File: src/rtl/keypad_entry_ctrl.sv
// Keypad entry controller for the microwave cook-time path: debounces the BCD encoder,
// shifts accepted digits into an M:SS buffer and hands the buffer to the timer on start.
module keypad_entry_ctrl #(
  parameter int DEBOUNCE_CYCLES = 4,
  parameter int CNT_W           = 4
) (
  input  logic       clk,
  input  logic       clearn,
  input  logic       entry_en,
  output logic       enc_enablen,
  input  logic       enc_valid,
  input  logic [3:0] enc_d,
  input  logic       clr,
  input  logic       load_req,
  output logic [3:0] sec_ones,
  output logic [3:0] sec_tens,
  output logic [3:0] min_ones,
  output logic [1:0] digit_cnt,
  output logic       full,
  output logic       key_strobe,
  output logic       load
);

  localparam logic [1:0]       S_IDLE     = 2'd0;
  localparam logic [1:0]       S_DEBOUNCE = 2'd1;
  localparam logic [1:0]       S_WAIT_REL = 2'd2;
  localparam logic [CNT_W-1:0] CNT_LAST   = CNT_W'(DEBOUNCE_CYCLES - 1);
  localparam logic [CNT_W-1:0] CNT_ONE    = CNT_W'(1);

  logic [1:0]       state, state_nx;
  logic [CNT_W-1:0] cnt, cnt_nx;
  logic [3:0]       latched, latched_nx;
  logic             sample_ok;
  logic             capture;
  logic             load_fire;
  logic             accept;

  // Out-of-range encoder codes are treated exactly like no key.
  assign sample_ok = enc_valid && (enc_d <= 4'd9);
  assign full      = (digit_cnt == 2'd3);

  // The load cycle itself blocks a retrigger while digit_cnt is still non-zero.
  assign load_fire = load_req && (digit_cnt != 2'd0) && !load && !clr;
  assign accept    = capture && !full && !clr && !load_fire && !load;

  always_comb begin
    state_nx   = state;
    cnt_nx     = cnt;
    latched_nx = latched;
    capture    = 1'b0;
    if (!entry_en) begin
      state_nx = S_IDLE;
      cnt_nx   = '0;
    end else begin
      case (state)
        S_IDLE: begin
          if (sample_ok) begin
            latched_nx = enc_d;
            cnt_nx     = CNT_ONE;
            state_nx   = S_DEBOUNCE;
          end
        end
        S_DEBOUNCE: begin
          if (sample_ok && (enc_d == latched)) begin
            if (cnt == CNT_LAST) begin
              capture  = 1'b1;
              cnt_nx   = '0;
              state_nx = S_WAIT_REL;
            end else begin
              cnt_nx = cnt + CNT_ONE;
            end
          end else begin
            cnt_nx   = '0;
            state_nx = S_IDLE;
          end
        end
        S_WAIT_REL: begin
          // Release needs a run of idle samples; any key activity restarts the run.
          if (sample_ok) begin
            cnt_nx = '0;
          end else if (cnt == CNT_LAST) begin
            cnt_nx   = '0;
            state_nx = S_IDLE;
          end else begin
            cnt_nx = cnt + CNT_ONE;
          end
        end
        default: begin
          cnt_nx   = '0;
          state_nx = S_IDLE;
        end
      endcase
    end
  end

  always_ff @(posedge clk or negedge clearn) begin
    if (!clearn) begin
      state       <= S_IDLE;
      cnt         <= '0;
      latched     <= 4'd0;
      enc_enablen <= 1'b1;
      key_strobe  <= 1'b0;
      load        <= 1'b0;
      sec_ones    <= 4'd0;
      sec_tens    <= 4'd0;
      min_ones    <= 4'd0;
      digit_cnt   <= 2'd0;
    end else begin
      state       <= state_nx;
      cnt         <= cnt_nx;
      latched     <= latched_nx;
      enc_enablen <= ~entry_en;
      key_strobe  <= accept;
      load        <= load_fire;
      // Buffer clears on clr or at the edge that ends the load cycle.
      if (clr || load) begin
        sec_ones  <= 4'd0;
        sec_tens  <= 4'd0;
        min_ones  <= 4'd0;
        digit_cnt <= 2'd0;
      end else if (accept) begin
        min_ones  <= sec_tens;
        sec_tens  <= sec_ones;
        sec_ones  <= latched;
        digit_cnt <= digit_cnt + 2'd1;
      end
    end
  end

endmodule

File: config.mk
export PLATFORM = sky130hd
export DESIGN_NAME = keypad_entry_ctrl
export DESIGN_NICKNAME = d
export VERILOG_FILES = /design/src/rtl/keypad_entry_ctrl.sv
export SDC_FILE = /design/constraint.sdc
export NUM_CORES = 1
export LEC_CHECK = 0
export ABC_AREA = 1
export CELL_PAD_IN_SITES_DETAIL_PLACEMENT = 1
export CELL_PAD_IN_SITES_GLOBAL_PLACEMENT = 2
export CORE_MARGIN = 3
export CORE_UTILIZATION = 31
export CTS_CLUSTER_DIAMETER = 40
export CTS_CLUSTER_SIZE = 28
export DETAILED_ROUTE_END_ITERATION = 6
export GPL_TIMING_DRIVEN = 1
export HOLD_SLACK_MARGIN = 0.1
export PLACE_DENSITY_LB_ADDON = 0.1
export SYNTH_ARGS = -nofsm -noshare
export SYNTH_HDL_FRONTEND = slang
export SYNTH_SLANG_ARGS = --single-unit
File: constraint.sdc
create_clock -name clk -period 2.9 [get_ports clk]
set_input_delay 0.58 -clock clk [delete_from_list [all_inputs] [get_ports clk]]
set_output_delay 0.58 -clock clk [all_outputs]
set_load 0.05 [all_outputs]
==> reports/qor.yml, run 1 <==
synth_top_family_by_area: "simple AND/OR/NAND/NOR gates"
timing_worst_setup_path_type: "flop to primary output"
antenna_cells_inserted: 0
fin_worst_skew_ns: 0.00228
detailroute.via_count: 1203
dpl.hpwl_um: 2510
postCtsSetupBuffers: 0
cts.sink_count: 27
core.rowCount: 23
clk_latency_worst_skew_pair_ns: 0.28
ant_nets: 0
synth_area_leader_cell: "sky130_fd_sc_hd__dfrtp_1"
r2r_cells: 11
place.port_buffers: 27
chipHeight_um: 73.1
grt_pass1_wl_um: 5820
post_synth_fa_ha_maj_area_fraction: 0.0269
die_w_um: 73.1
ys.flop_type: "sky130_fd_sc_hd__dfrtp_1"
fraction_of_synthesized_cell_area_in_xor_and_xnor_cells: 0.0125
setup_violations: 0
total_leakage_power_nw: 0.920
min_period_ns: 2.25
synth_top_cells_by_area: "sky130_fd_sc_hd__dfrtp_1 47%, sky130_fd_sc_hd__nand2_1 15%, sky130_fd_sc_hd__nand3_1 8.6%"
layout-area-overhead-vs-synth_pct: 26.9
outcome: "finished, final reports clean"
worstHoldPathType: "flop to flop"
finalSetupTns_ns: 0
design.die.area_um2: 5350
critical-path-top-delay-family: "buffers and inverters"
yosys.area_share.simple: 0.358
final_layout_size_suffix_gt1_frac: 0.119
critPathArrivalTime_ns: 1.67
wl_per_cell_um: 12.9
drt-initial-drc-count: 33
critPathLaunchType: "flop"
endpoint_kind: "primary output"
grt_start_max_net_pins: 28
cpPeakStageDelay_ns: 0.80
synthesis_warning_total: 0
synth.yosys.seq_area_share: 0.484
timing.critical_path.depth: 2
cts-resized-gates: 0
worst_setup_hold_path_clk_slew_ns: 0.10
ys_types: 22
floorplan.initialDensity: 0.335
critical_path.n_buffers_inverters: 1
slew_viol_final: 0
crit_path_top_delay_cell: "sky130_fd_sc_hd__clkdlybuf4s50_1"
clk_path_buf_depth: 2
grt_antenna_before_repair: 0
via_per_instance_ratio: 4.79
cts_tree: "done"
routed_wl_um: 3240
grt_setup_unrepaired: "no"
yosysMostFrequentCell: "sky130_fd_sc_hd__nand2_1"
max_clock_freq_mhz: 444
synth.mux.area_fraction: 0
tightestPinTransition_ns: 0.504
synth-edff-count: 0
synth_compound_gate_area_share: 0.0358
async_flop_share: 1.00
synth-seq-cells: 27
drt_pass1_iterations: 3
postSynthCellCount: 171
whs_path_depth: 1
route.detailed.drc: 0
post_synth.cell_area_avg_um2: 8.17
p_per_area_nw_per_um2: 406
max_fanout_on_critical_path: 4
finalCritPeriodShare: 0.777
grt_pass1_vias: 1270
num-nets-final: 215
globalRouteOverflowTotal: 0
core_area_um2: 4170
cts-hold-fix-buffers: 0
num_io_pins: 28
syn_area_um2: 1400
cell_chosen_for_the_clock_root: "sky130_fd_sc_hd__clkbuf_8"
mappedNetlistNets: 184
numCtsBuffers: 3
vdd_ir_drop_max_uv: 231
h_tree_level_count: 1
groute.usage.overall: 0.137
synth_top_cell_area_share: 0.466
final.fill_count: 513
stdcell_count: 251
yosys-top-cells-count: "54 x sky130_fd_sc_hd__nand2_1, 26 x sky130_fd_sc_hd__dfrtp_1, 24 x sky130_fd_sc_hd__nand3_1, 22 x sky130_fd_sc_hd__inv_1, 9 x sky130_fd_sc_hd__nand3_2"
report.final.hold_viol_count: 0
max_cap_viol_count: 0
critical_path.cell_chain: "ha_1, clkdlybuf4s50_1"
timing.max_slew.rel_slack: 0.663
gp_routability_congestion: 0.751
inst_count_dp: 247
timing.critical_path.required_ns: 2.32
[per-stage QoR]
stage | hold slack [ns] | utilization | total power [mW] | worst slack, ns | instance area [um^2]
finish | 0.488 | 0.425 | 0.720 | 0.647 | 1770
global route | 0.507 | 0.425 | 0.766 | 0.564 | 1770
CTS | 0.495 | 0.425 | 0.738 | 0.622 | 1770
detailed placement | 0.480 | 0.413 | 0.505 | 0.441 | 1720
global placement | 0.461 | 0.413 | 0.502 | 0.517 | 1720
floorplan | 0.284 | - | 0.462 | 0.918 | 1400
[routing by layer]
layer,track usage,share of wire,up-vias
met5,0,0,-
met4,0.0246,0.0068,0
met3,0.0344,0.043,2
met2,0.236,0.49,20
met1,0.174,0.46,581
li1,-,-,600
[cells in the final DEF, fill, tap and decap left out]
cell type	n
sky130_fd_sc_hd__o21ai_0	5
sky130_fd_sc_hd__dfrtp_1	26
sky130_fd_sc_hd__nand2_1	54
sky130_fd_sc_hd__xor2_1	2
sky130_fd_sc_hd__nand3b_1	1
sky130_fd_sc_hd__nand3_2	9
sky130_fd_sc_hd__nor2_1	6
sky130_fd_sc_hd__a21oi_1	4
sky130_fd_sc_hd__nor2_4	1
sky130_fd_sc_hd__nand3_1	24
sky130_fd_sc_hd__nand2_2	1
sky130_fd_sc_hd__clkbuf_8	3
sky130_fd_sc_hd__inv_2	1
sky130_fd_sc_hd__nor2_2	3
sky130_fd_sc_hd__clkdlybuf4s50_1	27
sky130_fd_sc_hd__buf_4	3
sky130_fd_sc_hd__nand2_4	1
sky130_fd_sc_hd__clkinvlp_4	1
sky130_fd_sc_hd__ha_1	3
sky130_fd_sc_hd__nor3_1	2
sky130_fd_sc_hd__o21ai_1	1
sky130_fd_sc_hd__inv_1	22
sky130_fd_sc_hd__dfstp_2	1
[flip-flops by register name (all words and copies together) (netlist names)]
| name | count |
|---|---|
| cnt | 4 |
| key_strobe | 1 |
| load | 1 |
| digit_cnt | 2 |
| sec_tens | 4 |
| min_ones | 4 |
| latched | 4 |
| enc_enablen | 1 |
| sec_ones | 4 |
| state | 2 |
[kinds of logic after synthesis]
kind of cell / after synthesis
and+or+nand+nor: 102
buffers and inverters: 27
DFF: 27
AOI/OAI and AO/OA: 10
adders and majority gates: 3
xor gates and xnor gates: 2
[path summary, 6_finish.rpt]
kind / start / end / slack [ns]
worst max-delay path: digit_cnt[1] / full / 0.65
worst min-delay path: load / load / 0.49
worst max register to register: latched[1] / sec_tens[2] / 1.19
worst min register to register: load / load / 0.49
max in group asynchronous: clearn / enc_enablen / 1.91
min in group asynchronous: clearn / min_ones[3] / 0.67
[worst register-to-register path: stages (launching register included)]
cell and delay (ns):
sky130_fd_sc_hd__dfrtp_1 0.41, sky130_fd_sc_hd__inv_1 0.05, sky130_fd_sc_hd__nand2_1 0.06, sky130_fd_sc_hd__nand2_1 0.05, sky130_fd_sc_hd__inv_1 0.04, sky130_fd_sc_hd__nand2_1 0.06
sky130_fd_sc_hd__nor2_2 0.10, sky130_fd_sc_hd__nand2_2 0.09, sky130_fd_sc_hd__nor2_4 0.33, sky130_fd_sc_hd__nand2_4 0.23, sky130_fd_sc_hd__nand3_1 0.13, sky130_fd_sc_hd__nand2_1 0.06
[where the power goes]
part	switching [mW]	internal, mW
Clock	0.128	0.0977
Combinational	0.0522	0.0330
Sequential	0.0167	0.392
Total	0.197	0.523
[layout make-up]
cell class / count / area, um^2 / area share
clock buffers: 3 / 41.3 / 0.0233
clock inverters: 1 / 7.51 / 0.00423
inverters: 23 / 86.3 / 0.0487
multi-input cells: 117 / 606 / 0.342
flip-flops and latches: 27 / 677 / 0.382
well taps: 50 / 62.6 / 0.0353
repair buffers: 30 / 293 / 0.165
(Power assumes the default switching activity.)
==> run 2: changes to the inputs <==
--- a/config.mk
+++ b/config.mk
@@ -9,7 +9,7 @@
 export CELL_PAD_IN_SITES_DETAIL_PLACEMENT = 1
 export CELL_PAD_IN_SITES_GLOBAL_PLACEMENT = 2
 export CORE_MARGIN = 3
-export CORE_UTILIZATION = 31
+export CORE_UTILIZATION = 26
 export CTS_CLUSTER_DIAMETER = 40
 export CTS_CLUSTER_SIZE = 28
 export DETAILED_ROUTE_END_ITERATION = 6
==> constraint.sdc (replaced) <==
create_clock -name clk -period 1.9 [get_ports clk]
set_input_delay 0.38 -clock clk [delete_from_list [all_inputs] [get_ports clk]]
set_output_delay 0.38 -clock clk [all_outputs]
set_load 0.05 [all_outputs]
==> run 2 against run 1 <==
Flip-flop and latch count stayed put; first-iteration DRC count grew to 2.6 times the previous value; critical path depth is 1 lower; sequential share of layout area is 1.0 points lower; final cell count is 11% higher; clock power is 45% higher; routed wire length is 2.7% higher; cell area is 2.8% higher; sequential power is 53% higher; register-to-register slack worse by 0.83 ns; clock skew is 0.0036 ns higher; critical path type unchanged.
==> reports/qor.yml, run 2 (same netlist as run 1, synthesis figures left out) <==
grt_start_max_net_pins: 28  # unchanged
place.port_buffers: 27  # unchanged
worstHoldPathType: "flop to flop"  # unchanged
final_cell_mix: "54 x sky130_fd_sc_hd__nand2_1, 26 x sky130_fd_sc_hd__dfrtp_1, 25 x sky130_fd_sc_hd__buf_4"  # was 54 x sky130_fd_sc_hd__nand2_1, 27 x sky130_fd_sc_hd__clkdlybuf4s50_1, 26 x sky130_fd_sc_hd__dfrtp_1
critical_path.n_buffers_inverters: 1  # unchanged
inst_count_dp: 275  # was 247
r2r_end: "digit_cnt[1]"  # was sec_tens[2]
grt_pass1_wl_um: 5880  # was 5820 um
max_cap_viol_count: 0  # unchanged
cts.sink_count: 27  # unchanged
drt-initial-drc-count: 85  # was 33
num-nets-final: 223  # was 215
total_switching_power_mw: 0.286  # was 0.197 mW
grt_antenna_before_repair: 0  # unchanged
die_w_um: 79.3  # was 73.1 um
cpPeakStageDelay_ns: 0.81  # was 0.80 ns
total_leakage_power_nw: 0.983  # was 0.920 nW
min_period_ns: 1.84
setup.worst_path.start: "min_ones[1]"  # was digit_cnt[1]
critical-path-top-delay-family: "buffers and inverters"  # unchanged
critical_path.cell_chain: "clkdlybuf4s50_1"  # was ha_1, clkdlybuf4s50_1
setup_violations: 0  # unchanged
mostFrequentLayoutCell: "sky130_fd_sc_hd__nand2_1"  # unchanged
critPathLaunchType: "flop"  # unchanged
timing.max_slew.rel_slack: 0.663  # about the same
detailroute.via_count: 1215  # was 1203
power_switching_share: 0.261  # was 0.274
timing.critical_path.depth: 1  # was 2
critical_path.reg2reg.startpoint: "digit_cnt[0]"  # was latched[1]
finalPower_mw: 1.10  # was 0.720 mW
vdd_ir_drop_max_uv: 224  # was 231 uV
report.final.hold_viol_count: 0  # unchanged
slew_viol_final: 0  # unchanged
endpoint_kind: "primary output"  # unchanged
timing.critical_path.required_ns: 1.52  # was 2.32 ns
cell_chosen_for_the_clock_root: "sky130_fd_sc_hd__clkbuf_8"  # unchanged
r2r_cells: 9  # was 11
gp_routability_congestion: 0.704  # was 0.751
design.die.area_um2: 6290  # was 5350 um^2
max_clock_freq_mhz: 543
internal-power_mw: 0.809  # was 0.523 mW
postCtsSetupBuffers: 0  # unchanged
fin_worst_skew_ns: 0.00589  # was 0.00228 ns
numCtsBuffers: 3  # unchanged
critPathArrivalTime_ns: 1.46  # was 1.67 ns
clockPowerShare: 0.299  # was 0.314
stdcell_count: 279  # was 251
final_layout_size_suffix_gt1_frac: 0.220  # was 0.119
fin_worst_hold_slack_ns: 0.485  # was 0.488 ns
chipHeight_um: 79.3  # was 73.1 um
core_area_um2: 5140  # was 4170 um^2
sequentialPowerShare: 0.570  # was 0.568
floorplan.initialDensity: 0.272  # was 0.335
cts_tree: "done"  # unchanged
crit_path_top_delay_cell: "sky130_fd_sc_hd__clkdlybuf4s50_1"  # unchanged
comb_power_share: 0.132  # was 0.118
antenna_cells_inserted: 0  # unchanged
final.fill_count: 644  # was 513
outcome: "finished, final reports clean"  # unchanged
cts-resized-gates: 0  # unchanged
cts-hold-fix-buffers: 0  # unchanged
grt_setup_unrepaired: "no"  # unchanged
clk_path_buf_depth: 2  # unchanged
h_tree_level_count: 1  # unchanged
globalRouteOverflowTotal: 0  # unchanged
max_fanout_on_critical_path: 2  # was 4
tightestPinTransition_ns: 0.503  # was 0.504 ns
critical_path.endpoint: "min_ones[1]"  # was full
p_per_area_nw_per_um2: 601  # was 406 nW/um^2
core.rowCount: 26  # was 23
groute.usage.overall: 0.117  # was 0.137
rrSetupSlack_ns: 0.36  # was 1.19 ns
clk_latency_worst_skew_pair_ns: 0.27  # was 0.28 ns
worst_setup_hold_path_clk_slew_ns: 0.10  # about the same
dpl.hpwl_um: 2550  # was 2510 um
layout-area-overhead-vs-synth_pct: 30.3  # was 26.9%
route.detailed.drc: 0  # unchanged
drt_pass1_iterations: 4  # was 3
grt_pass1_vias: 1233  # was 1270
via_per_instance_ratio: 4.35  # was 4.79
ant_nets: 0  # unchanged
num_io_pins: 28  # unchanged
finalCritPeriodShare: 0.970
timing_worst_setup_path_type: "flop to primary output"  # unchanged
wl_per_cell_um: 11.9  # was 12.9 um
routed_wl_um: 3330  # was 3240 um
## run 2: stage by stage
| step | cell area [um^2] | setup WS [ns] | utilization | TNS, ns |
|---|---|---|---|---|
| 4_1_cts | 1820 | 0.0433 | 0.354 | 0 |
| 6_report | 1820 | 0.0572 | 0.354 | 0 |
| 5_1_grt | 1820 | 0.00896 | 0.354 | 0 |
| 2_1_floorplan | 1400 | 0.0622 | - | 0 |
| 3_5_place_dp | 1780 | -0.0388 | 0.346 | -0.311 |
| 3_3_place_gp | 1780 | 0.00231 | 0.346 | 0 |
## run 2: power by group through the flow
stage	clock network [mW]	registers (mW)	logic (mW)
6_report	0.328	0.624	0.144
5_1_grt	0.374	0.629	0.168
4_1_cts	0.353	0.625	0.149
3_5_place_dp	0	0.636	0.148
3_3_place_gp	0	0.635	0.144
2_1_floorplan	0	0.632	0.0733
## run 2: layout make-up
| cell class | instances | area [um^2] | share of cell area |
|---|---|---|---|
| clock buffers | 4 | 45.0 | 0.0247 |
| inverters | 23 | 86.3 | 0.0474 |
| multi-input cells | 117 | 608 | 0.334 |
| flip-flops and latches | 27 | 677 | 0.372 |
| well taps | 70 | 87.6 | 0.0481 |
| repair buffers | 38 | 318 | 0.174 |
## run 2: how the worst min path moves through the flow
stage,startpoint,endpoint,cells after the start
floorplan,clearn,cnt[0],0
global placement,load,load,1
detailed placement,load,load,1
CTS,load,load,1
global route,load,load,1
finish,load,load,1
## run 2: routing by layer
layer | vias up | share of wire | global-route usage
met5 | - | 0 | 0
met4 | 0 | 0.0057 | 0.0361
met3 | 2 | 0.035 | 0.0170
met2 | 21 | 0.47 | 0.191
met1 | 579 | 0.49 | 0.158
li1 | 613 | - | -
